<file path="config.mk">
export PLATFORM = sky130hd
export DESIGN_NAME = traffic_top_fsm
export DESIGN_NICKNAME = d
export VERILOG_FILES = /design/src/rtl/traffic_pkg.sv /design/src/rtl/phase_timer.sv /design/src/rtl/traffic_top_fsm.sv
export SDC_FILE = /design/constraint.sdc
export NUM_CORES = 1
export LEC_CHECK = 0
export BUFFER_PORTS_ARGS = -buffer_cell sky130_fd_sc_hd__buf_2
export CORE_UTILIZATION = 40
export DETAILED_ROUTE_END_ITERATION = 10
export PLACE_DENSITY = 0.64
export SLEW_MARGIN = 20
export SYNTH_ARGS = -nofsm -noshare
export SYNTH_HDL_FRONTEND = slang
export SYNTH_SLANG_ARGS = --single-unit
</file>
<file path="constraint.sdc">
create_clock -name clk -period 4.3 [get_ports clk]
set_input_delay 0.215 -clock clk [delete_from_list [all_inputs] [get_ports clk]]
set_output_delay 0.215 -clock clk [all_outputs]
set_load 0.02 [all_outputs]
</file>
<file path="src/rtl/traffic_pkg.sv">
// Shared types and constants for the four-way traffic-light controller.
// Latency: n/a (types, constants and a helper function only).
// Backpressure: n/a.
package traffic_pkg;

  // Phase timer width; every phase duration must fit as DUR-1 in this width.
  localparam int TMR_W = 8;

  typedef enum logic [3:0] {
    IDLE = 4'd0,
    EW_G = 4'd1,
    EW_Y = 4'd2,
    EW_L = 4'd3,
    EW_R = 4'd4,
    NS_G = 4'd5,
    NS_Y = 4'd6,
    NS_L = 4'd7,
    NS_R = 4'd8
  } state_t;

  // Vehicle signal, bit order {red, yellow, left, green}.
  localparam logic [3:0] RED  = 4'b1000;
  localparam logic [3:0] YEL  = 4'b0100;
  localparam logic [3:0] LEFT = 4'b1010;
  localparam logic [3:0] GRN  = 4'b0001;

  // Pedestrian signal, bit order {red, walk}.
  localparam logic [1:0] WRED = 2'b10;
  localparam logic [1:0] WALK = 2'b01;
  localparam logic [1:0] DARK = 2'b00;

  // Timer reload value for a phase lasting dur cycles (dur in 1..256).
  function automatic logic [TMR_W-1:0] dur_m1(input int dur);
    return TMR_W'(dur - 1);
  endfunction

endpackage

</file>
<file path="src/rtl/phase_timer.sv">
// Load/decrement phase down-counter with a zero flag.
// Latency: load or decrement takes effect on the next rising edge; zero is combinational from count.
// Backpressure: none; load has priority, otherwise counts down and holds at zero.
//
// Ports:
//   clk, reset_n   clock and asynchronous active-low reset (count clears to 0)
//   load, load_val synchronous reload of the counter
//   count, zero    current value and count==0 flag
module phase_timer
  import traffic_pkg::*;
(
  input  logic             clk,
  input  logic             reset_n,
  input  logic             load,
  input  logic [TMR_W-1:0] load_val,
  output logic [TMR_W-1:0] count,
  output logic             zero
);

  always_ff @(posedge clk or negedge reset_n) begin
    if (!reset_n) begin
      count <= '0;
    end else if (load) begin
      count <= load_val;
    end else if (count != '0) begin
      // Holding at zero keeps the counter from wrapping if the FSM ever
      // fails to reload it.
      count <= count - 1'b1;
    end
  end

  assign zero = (count == '0);

endmodule

</file>
<file path="src/rtl/traffic_top_fsm.sv">
// Four-way intersection controller: IDLE all-red until start, then EW/NS green-yellow-left-clear cycle forever.
// Latency: Moore outputs, one cycle from start sample to EW_G; each phase lasts exactly its parameter in cycles.
// Backpressure: none; i_start only sampled in IDLE. Build macro TRAFFIC_PED_FLASH_EN flashes WALK in last 4 green cycles.
//
// Ports:
//   clk, reset_n          clock and asynchronous active-low reset (forces IDLE, all red)
//   i_start               start request, only honoured in IDLE
//   o_e/w/s/n_ct [3:0]    vehicle signals {red,yellow,left,green}
//   o_e/w/s/n_wt [1:0]    pedestrian signals {red,walk}
module traffic_top_fsm
  import traffic_pkg::*;
#(
  parameter int GREEN_CYC  = 8,
  parameter int YELLOW_CYC = 2,
  parameter int LEFT_CYC   = 4,
  parameter int CLR_CYC    = 1
) (
  input  logic       clk,
  input  logic       reset_n,
  input  logic       i_start,
  output logic [3:0] o_e_ct,
  output logic [3:0] o_w_ct,
  output logic [3:0] o_s_ct,
  output logic [3:0] o_n_ct,
  output logic [1:0] o_e_wt,
  output logic [1:0] o_w_wt,
  output logic [1:0] o_s_wt,
  output logic [1:0] o_n_wt
);

  localparam logic [TMR_W-1:0] G_M1 = dur_m1(GREEN_CYC);
  localparam logic [TMR_W-1:0] Y_M1 = dur_m1(YELLOW_CYC);
  localparam logic [TMR_W-1:0] L_M1 = dur_m1(LEFT_CYC);
  localparam logic [TMR_W-1:0] C_M1 = dur_m1(CLR_CYC);

  state_t           state;
  state_t           state_nxt;
  logic             tmr_load;
  logic [TMR_W-1:0] tmr_load_val;
  logic [TMR_W-1:0] tmr_cnt;
  logic             tmr_zero;
  logic [1:0]       walk_val;

  phase_timer u_timer (
    .clk      (clk),
    .reset_n  (reset_n),
    .load     (tmr_load),
    .load_val (tmr_load_val),
    .count    (tmr_cnt),
    .zero     (tmr_zero)
  );

  always_ff @(posedge clk or negedge reset_n) begin
    if (!reset_n) begin
      state <= IDLE;
    end else begin
      state <= state_nxt;
    end
  end

  // Next state and timer control. The timer is reloaded with the next
  // phase's DUR-1 on the same edge the FSM leaves a phase, so every phase
  // starts with a fresh count and lasts exactly DUR cycles.
  always_comb begin
    state_nxt    = state;
    tmr_load     = 1'b0;
    tmr_load_val = '0;
    unique case (state)
      IDLE: begin
        // Timer is parked at 0 while idle.
        tmr_load = 1'b1;
        if (i_start) begin
          state_nxt    = EW_G;
          tmr_load_val = G_M1;
        end
      end
      EW_G: if (tmr_zero) begin state_nxt = EW_Y; tmr_load = 1'b1; tmr_load_val = Y_M1; end
      EW_Y: if (tmr_zero) begin state_nxt = EW_L; tmr_load = 1'b1; tmr_load_val = L_M1; end
      EW_L: if (tmr_zero) begin state_nxt = EW_R; tmr_load = 1'b1; tmr_load_val = C_M1; end
      EW_R: if (tmr_zero) begin state_nxt = NS_G; tmr_load = 1'b1; tmr_load_val = G_M1; end
      NS_G: if (tmr_zero) begin state_nxt = NS_Y; tmr_load = 1'b1; tmr_load_val = Y_M1; end
      NS_Y: if (tmr_zero) begin state_nxt = NS_L; tmr_load = 1'b1; tmr_load_val = L_M1; end
      NS_L: if (tmr_zero) begin state_nxt = NS_R; tmr_load = 1'b1; tmr_load_val = C_M1; end
      NS_R: if (tmr_zero) begin state_nxt = EW_G; tmr_load = 1'b1; tmr_load_val = G_M1; end
      default: begin
        // Unused encodings fall back to a safe all-red idle.
        state_nxt = IDLE;
        tmr_load  = 1'b1;
      end
    endcase
  end

`ifdef TRAFFIC_PED_FLASH_EN
  // Last four green cycles: odd timer values blank the WALK, even show it.
  always_comb begin
    walk_val = WALK;
    if ((tmr_cnt <= TMR_W'(3)) && tmr_cnt[0]) begin
      walk_val = DARK;
    end
  end
`else
  logic unused_tmr_cnt;
  assign unused_tmr_cnt = ^tmr_cnt;
  assign walk_val       = WALK;
`endif

  // Moore output decode. Pedestrians cross the approaches that are stopped,
  // so EW green opens the south/north crosswalks and vice versa.
  always_comb begin
    o_e_ct = RED;
    o_w_ct = RED;
    o_s_ct = RED;
    o_n_ct = RED;
    o_e_wt = WRED;
    o_w_wt = WRED;
    o_s_wt = WRED;
    o_n_wt = WRED;
    unique case (state)
      EW_G: begin
        o_e_ct = GRN;
        o_w_ct = GRN;
        o_s_wt = walk_val;
        o_n_wt = walk_val;
      end
      EW_Y: begin o_e_ct = YEL;  o_w_ct = YEL;  end
      EW_L: begin o_e_ct = LEFT; o_w_ct = LEFT; end
      NS_G: begin
        o_s_ct = GRN;
        o_n_ct = GRN;
        o_e_wt = walk_val;
        o_w_wt = walk_val;
      end
      NS_Y: begin o_s_ct = YEL;  o_n_ct = YEL;  end
      NS_L: begin o_s_ct = LEFT; o_n_ct = LEFT; end
      default: begin
      end
    endcase
  end

endmodule

</file>
==> results.sh, run 1 <==
export IMPL_status="completed"
export IMPL_rsz0062_at_grt="no"
export IMPL_route_met3_wl_microns=36
export IMPL_grt_pass1_vias=489
export IMPL_path_cells="nand2b_1 -> or2_2 -> inv_1 -> buf_2"
export IMPL_ys_warn_count=0
export IMPL_cts_buffer_depth=2
export IMPL_worstPathRequired_ps=4090
export IMPL_fillers=199
export IMPL_synth_area_leaders="dfrtp_1 36%, buf_4 13%, xnor2_1 6.4%"
export IMPL_grt_max_degree=14
export IMPL_chipHeight_microns=47.4
export IMPL_setup_viol=0
export IMPL_leakage_nw=0.492
export IMPL_clock_latency_ps=280
export IMPL_cp_end_kind="output pin"
export IMPL_dr_wl_met2_microns=649
export IMPL_fin_tns_setup_ps=0
export IMPL_drc=0
export IMPL_cts_buffers=3
export IMPL_finalCritPeriodShare_pct=43.4
export IMPL_vias=620
export IMPL_clk_pin_slew_ps=70
export IMPL_n_antenna_cell=0
export IMPL_fmax_mhz=536
export IMPL_synth_top_area_share_pct=36.4
export IMPL_gr_total_overflow=0
export IMPL_h_tree_depth=1
export IMPL_utilization_pct=47.4
export IMPL_antenna_found_initial=0
export IMPL_core_sq_um=1940
export IMPL_cts_sinks=12
export IMPL_async_flop_share_pct=100
export IMPL_nets=114
export IMPL_num_rows=16
export IMPL_hold_class="in2async"
export IMPL_critPathLaunchType="register"
export IMPL_dp_slack_ps=2730
export IMPL_postSynthCellCount=93
export IMPL_synth_flop_cell="dfrtp_1"
export IMPL_track_usage_pct=14.6
export IMPL_areaGrowthSynthToFinish_pct=11.5
export IMPL_peakVddDrop_mv=0.136
export IMPL_synth_area_leader_cell="dfrtp_1"
export IMPL_worstMarginPinSlew_ps=410
export IMPL_critPathMaxFanout=13
export IMPL_start_util_pct=42.5
export IMPL_gp_congestion=0.846
export IMPL_worst_clock_skew_ps=0.413
export IMPL_io_buffers=26
export IMPL_drt_iter0_drc=20
export IMPL_post_cts_setup_buffers=0
export IMPL_post_cts_resized=0
export IMPL_critPathArrivalTime_ps=1650
export IMPL_highest_layer="met4"
export IMPL_synth_edf_count=0
export IMPL_slew_viol_final=0
export IMPL_finalHoldViolCount=0
export IMPL_dp_hpwl_microns=1100
export IMPL_dr_pass1_iters=4
export IMPL_cts_root_buf="clkbuf_4"
export IMPL_cap_violations=0
export IMPL_grt_pass1_wl_microns=2280
export IMPL_die_w_microns=47.4
export IMPL_fin_cells=135
export IMPL_ant_nets=0
export IMPL_place_inst=130
export IMPL_yosys_register_bits=12
export IMPL_critPathKind="reg2out"
export IMPL_dieArea_sq_um=2250
export IMPL_r2r_cells=4
export IMPL_synth_area_sq_um=825
export IMPL_syn_area_per_cell_sq_um=8.87
export IMPL_met1Wirelength_microns=701
export IMPL_p_per_area_nw_per_um2=225
export IMPL_ys_seq_area_share_pct=36.4
export IMPL_io_pins=27
export IMPL_max_stage_delay_ps=520
export IMPL_cp_slowest_cell="dfrtp_1"
export IMPL_cts_tree="yes"
export IMPL_wirelength_microns=1400
export IMPL_fin_ws_ps=2430
export IMPL_timing_slew_headroom_pct=72.4
export IMPL_syn_nets=98
export IMPL_ys_types=28
export IMPL_viasPerCell=4.59
export IMPL_drive_above_1_share_pct=32.4
export IMPL_wire_per_inst_microns=10.3
export IMPL_finalCriticalPeriod_ps=1870
## routing by layer
| layer | GRT usage, % | vias up |
|---|---|---|
| li1 | - | 324 |
| met1 | 22.7 | 282 |
| met2 | 19.5 | 12 |
| met3 | 3.46 | 2 |
| met4 | 5.14 | 0 |
| met5 | 0 | - |
## critical path, delay by kind of cell, from the launching register on
kind          cells  cell delay, ps
flops             1             520
buf+inv           2             260
simple gates      2             590
## per-stage QoR
step / instance area [sq um] / hold WS, ps / total power (W)
global route: 920 / 359 / 0.000217
detailed placement: 873 / 109 / 0.000118
CTS: 920 / 325 / 0.000210
floorplan: 825 / -80.6 / 0.000115
global placement: 873 / 105 / 0.000118
finish: 920 / 327 / 0.000207
## timing repair
item | in CTS | in global routing
endpoints found under the setup margin | 0 | 0
hold buffers | 1 | 0
endpoints found under the hold margin | 12 | 0
## path summary, 6_finish.rpt
| kind | slack, ps | endpoint | from |
|---|---|---|---|
| max in group asynchronous | 3760 | state[2]$_DFFE_PN0P_ | reset_n |
| hold reg to reg | 530 | u_timer.count[0]$_DFFE_PN0P_ | u_timer.count[0]$_DFFE_PN0P_ |
| setup reg to reg | 2770 | state[0]$_DFFE_PN0P_ | u_timer.count[3]$_DFFE_PN0P_ |
| min in group clk | 330 | u_timer.count[1]$_DFFE_PN0P_ | i_start |
| setup / recovery | 2430 | o_e_wt[0] | state[3]$_DFFE_PN0P_ |
| hold / removal | 330 | u_timer.count[4]$_DFFE_PN0P_ | reset_n |
## synthesized netlist by cell type, types with 2 or more instances
library cell and number:
xor2_1 4, inv_1 5, nor2_1 12, nand2_1 6, dfrtp_1 12, nand4_1 2, buf_2 2, xnor2_1 6
a21oi_1 2, or3_1 2, ha_1 2, nand2b_1 5, nor3_1 5, buf_4 14
## power by group
group | switching, W | internal [W]
Sequential | 0 | 0.000113
Clock | 0.0000390 | 0.0000516
Combinational | 0.00000222 | 0.00000123
## cells by family (layout without fill, tap and decap cells)
logic type / Yosys count / in the layout / share of synthesized area [%]
AO/OA/AOI/OAI: 7 / 7 / 5.77
adder cells (fa/ha/maj): 2 / 2 / 3.03
XOR/XNOR: 10 / 10 / 10.6
AND/OR/NAND/NOR: 40 / 40 / 26.7
multiplexers: 1 / 1 / 1.21
buffers and inverters: 21 / 36 / 16.2
flip-flops: 12 / 12 / 36.4
## flip-flops by register name, summed over array words and instances, names as in the netlist
register and count:
u_timer.count 8, state 4
## final cells by class
| type | count | area [sq um] | share of cell area, % |
|---|---|---|---|
| inverter | 5 | 18.8 | 2.04 |
| multi-input combinational | 60 | 390 | 42.4 |
| sequential | 12 | 300 | 32.7 |
| tap | 27 | 33.8 | 3.67 |
| clock buffer | 4 | 36.3 | 3.95 |
| timing repair buffer | 27 | 140 | 15.2 |
## layout by cell type, fill, tap and decap left out
master,netlist,final
buf_2,2,26
nor2_1,12,12
dfrtp_1,12,12
nand2_1,6,6
xnor2_1,6,6
inv_1,5,5
nand2b_1,5,5
nor3_1,5,5
xor2_1,4,4
clkbuf_4,0,3
or3_1,2,2
a21oi_1,2,2
nand4_1,2,2
ha_1,2,2
or2_2,1,1
nor4_4,1,1
nand3_2,1,1
and3_2,1,1
and3b_1,1,1
o211ai_2,1,1
o211ai_1,1,1
mux2i_1,1,1
o21ai_1,1,1
and2_1,1,1
nor4_1,1,1
nand3_1,1,1
o31ai_1,1,1
o21ai_0,1,1
clkbuf_8,0,1
dlygate4sd3_1,0,1
No activity file was read; power rests on OpenSTA's default activity.
==> run 2: changes to the inputs <==
--- a/config.mk
+++ b/config.mk
@@ -5,10 +5,11 @@
 export SDC_FILE = /design/constraint.sdc
 export NUM_CORES = 1
 export LEC_CHECK = 0
+export ABC_AREA = 1
 export BUFFER_PORTS_ARGS = -buffer_cell sky130_fd_sc_hd__buf_2
 export CORE_UTILIZATION = 40
 export DETAILED_ROUTE_END_ITERATION = 10
-export PLACE_DENSITY = 0.64
+export PLACE_DENSITY = 0.65
 export SLEW_MARGIN = 20
 export SYNTH_ARGS = -nofsm -noshare
 export SYNTH_HDL_FRONTEND = slang
==> constraint.sdc (replaced) <==
create_clock -name clk -period 1.51 [get_ports clk]
set_input_delay 0.0755 -clock clk [delete_from_list [all_inputs] [get_ports clk]]
set_output_delay 0.0755 -clock clk [all_outputs]
set_load 0.02 [all_outputs]
==> results.sh, run 2 <==
export IMPL_status="completed"
export IMPL_dieArea_sq_um=2380
export IMPL_synth_area_sq_um=876
export IMPL_cts_root_buf="clkbuf_4"
export IMPL_power_frac_clock_pct=11.5
export IMPL_core_sq_um=2000
export IMPL_largest_reg_flops=8
export IMPL_drt_iter0_drc=18
export IMPL_hold_class="in2async"
export IMPL_p_sw_share_pct=51.5
export IMPL_whs_ps=199
export IMPL_postSynthCellCount=121
export IMPL_synth_flop_cell="dfrtp_1"
export IMPL_cp_end_kind="output pin"
export IMPL_areaGrowthSynthToFinish_pct=17.7
export IMPL_rsz0062_at_grt="yes"
export IMPL_grt_pass1_wl_microns=3020
export IMPL_n_antenna_cell=0
export IMPL_p_per_area_nw_per_um2=2240
export IMPL_switchingPower_w=0.00119
export IMPL_layout_common_cells="26 x buf_2, 25 x nand2_1, 15 x nor2_1"
export IMPL_r2r_cells=6
export IMPL_cts_sinks=12
export IMPL_ys_types=21
export IMPL_critPathArrivalTime_ps=1350
export IMPL_worst_clock_skew_ps=7.06
export IMPL_synth_edf_count=0
export IMPL_setup_viol=0
export IMPL_synth_top_area_share_pct=34.3
export IMPL_io_buffers=26
export IMPL_p_int_w=0.00112
export IMPL_async_flop_share_pct=100
export IMPL_critPathKind="reg2out"
export IMPL_final_common_cell="buf_2"
export IMPL_ys_warn_count=0
export IMPL_start_util_pct=43.8
export IMPL_timing_slew_headroom_pct=81.2
export IMPL_p_comb_share_pct=65.2
export IMPL_track_usage_pct=16.2
export IMPL_dr_pass1_iters=4
export IMPL_slew_viol_final=0
export IMPL_critPathLaunchType="register"
export IMPL_ys_seq_area_share_pct=34.3
export IMPL_synth_area_leader_cell="dfrtp_1"
export IMPL_grt_pass1_vias=726
export IMPL_p_seq_share_pct=23.2
export IMPL_synth_common_cells="26 x nand2_1, 20 x nor2_1, 14 x buf_4"
export IMPL_io_pins=27
export IMPL_ant_nets=0
export IMPL_power_w=0.00231
export IMPL_clock_latency_ps=270
export IMPL_place_area_sq_um=940
export IMPL_num_rows=16
export IMPL_finalCriticalPeriod_ps=1420
export IMPL_reg2reg_setup_slack_ps=110
export IMPL_leakage_nw=0.581
export IMPL_viasPerCell=4.57
export IMPL_synth_area_leaders="dfrtp_1 34%, buf_4 12%, nand2_1 11%"
export IMPL_worstPathRequired_ps=1430
export IMPL_gp_congestion=0.844
export IMPL_cts_buffers=3
export IMPL_finalHoldViolCount=0
export IMPL_synth_most_common_cell="nand2_1"
export IMPL_regMostFlops="u_timer.count"
export IMPL_dp_hpwl_microns=1390
export IMPL_r2r_end="state[2]$_DFFE_PN0P_"
export IMPL_die_w_microns=48.8
export IMPL_vias=768
export IMPL_grt_max_degree=13
export IMPL_finalInstanceArea_sq_um=1030
export IMPL_drive_above_1_share_pct=39.0
export IMPL_h_tree_depth=1
export IMPL_gr_total_overflow=0
export IMPL_cts_buffer_depth=2
export IMPL_wirelength_microns=1780
export IMPL_clk_pin_slew_ps=90
export IMPL_syn_area_per_cell_sq_um=7.24
export IMPL_peakVddDrop_mv=1.07
export IMPL_cts_tree="yes"
export IMPL_top_regs="u_timer.count: 8 flops, state: 4 flops"
export IMPL_wire_per_inst_microns=10.6
export IMPL_syn_nets=126
export IMPL_antenna_found_initial=0
export IMPL_nets=147
export IMPL_yosys_register_bits=12
export IMPL_fillers=207
export IMPL_chipHeight_microns=48.8
export IMPL_r2r_start="state[3]$_DFFE_PN0P_"
export IMPL_critPathMaxFanout=5
export IMPL_drc=0
export IMPL_cap_violations=0
export IMPL_fmax_mhz=704
export IMPL_finalCritPeriodShare_pct=94.1
export IMPL_worstMarginPinSlew_ps=282
run 2: cells by family (layout without fill, tap and decap cells):
family          Yosys count  count (layout)  synth area share [%]
simple gates             66              66                  35.6
buf+inv                  32              52                  19.7
flops                    12              12                  34.3
xor+xnor                  5               5                  5.00
compound gates            4               4                  2.57
fa+ha+maj                 2               2                  2.86
run 2: power by group through the flow:
stage | registers [W] | clock network (W) | logic [W]
after CTS | 0.000536 | 0.000274 | 0.00141
final | 0.000538 | 0.000267 | 0.00151
after global routing | 0.000555 | 0.000288 | 0.00169
after floorplan | 0.000522 | 0 | 0.00122
after global placement | 0.000538 | 0 | 0.00139
after detailed placement | 0.000542 | 0 | 0.00140
run 2: layout make-up:
| class | count | area [sq um] | share of cell area [%] |
|---|---|---|---|
| clock buffers | 4 | 36.3 | 3.52 |
| well taps | 27 | 33.8 | 3.28 |
| multi-input cells | 77 | 428 | 41.5 |
| inverters | 18 | 67.6 | 6.55 |
| repair buffers | 30 | 163 | 15.8 |
| flip-flops and latches | 12 | 303 | 29.4 |
run 2: per-stage QoR:
stage | worst slack (ps) | TNS (ps) | utilization (%) | cells
2_1_floorplan | 112 | 0 | - | 121
3_3_place_gp | 169 | 0 | 46.9 | 160
6_report | 89.2 | 0 | 51.5 | 168
3_5_place_dp | 159 | 0 | 46.9 | 160
4_1_cts | 5.87 | 0 | 49.4 | 165
5_1_grt | -3.62 | -5.19 | 51.5 | 168
run 2: worst max-delay path by stage:
stage | cells after the start | start | slack (ps) | to
final | 6 | state[2]$_DFFE_PN0P_ | 90 | o_e_wt[1]
after global routing | 5 | state[3]$_DFFE_PN0P_ | -4 | o_s_wt[1]
after CTS | 4 | state[3]$_DFFE_PN0P_ | 6 | o_n_ct[1]
after detailed placement | 9 | u_timer.count[0]$_DFFE_PN0P_ | 160 | state[2]$_DFFE_PN0P_
after global placement | 9 | u_timer.count[0]$_DFFE_PN0P_ | 170 | state[0]$_DFFE_PN0P_
after floorplan | 5 | state[3]$_DFFE_PN0P_ | 110 | o_s_wt[1]
run 2: worst max-delay path, stage by stage (launching register included):
cell     delay (ps)
dfrtp_1         410
inv_1           120
nor2_4          130
inv_2            80
nor2_4          140
inv_2            40
buf_2           150
run 2: what timing repair did:
| action | in CTS | in global routing |
|---|---|---|
| hold buffers | 1 | 0 |
| buffers inserted | 0 | 3 |
| pin swaps | 0 | 1 |
| resized for setup | 1 | 7 |
| endpoints found under the setup margin | 8 | 15 |
| endpoints found under the hold margin | 12 | 0 |
run 2: per-layer routing:
layer,wire (microns),global-route usage [%],up-vias
met5,0,0,-
met4,8,5.88,0
met3,39,2.80,2
met2,908,29.4,9
met1,820,19.0,359
li1,-,-,398
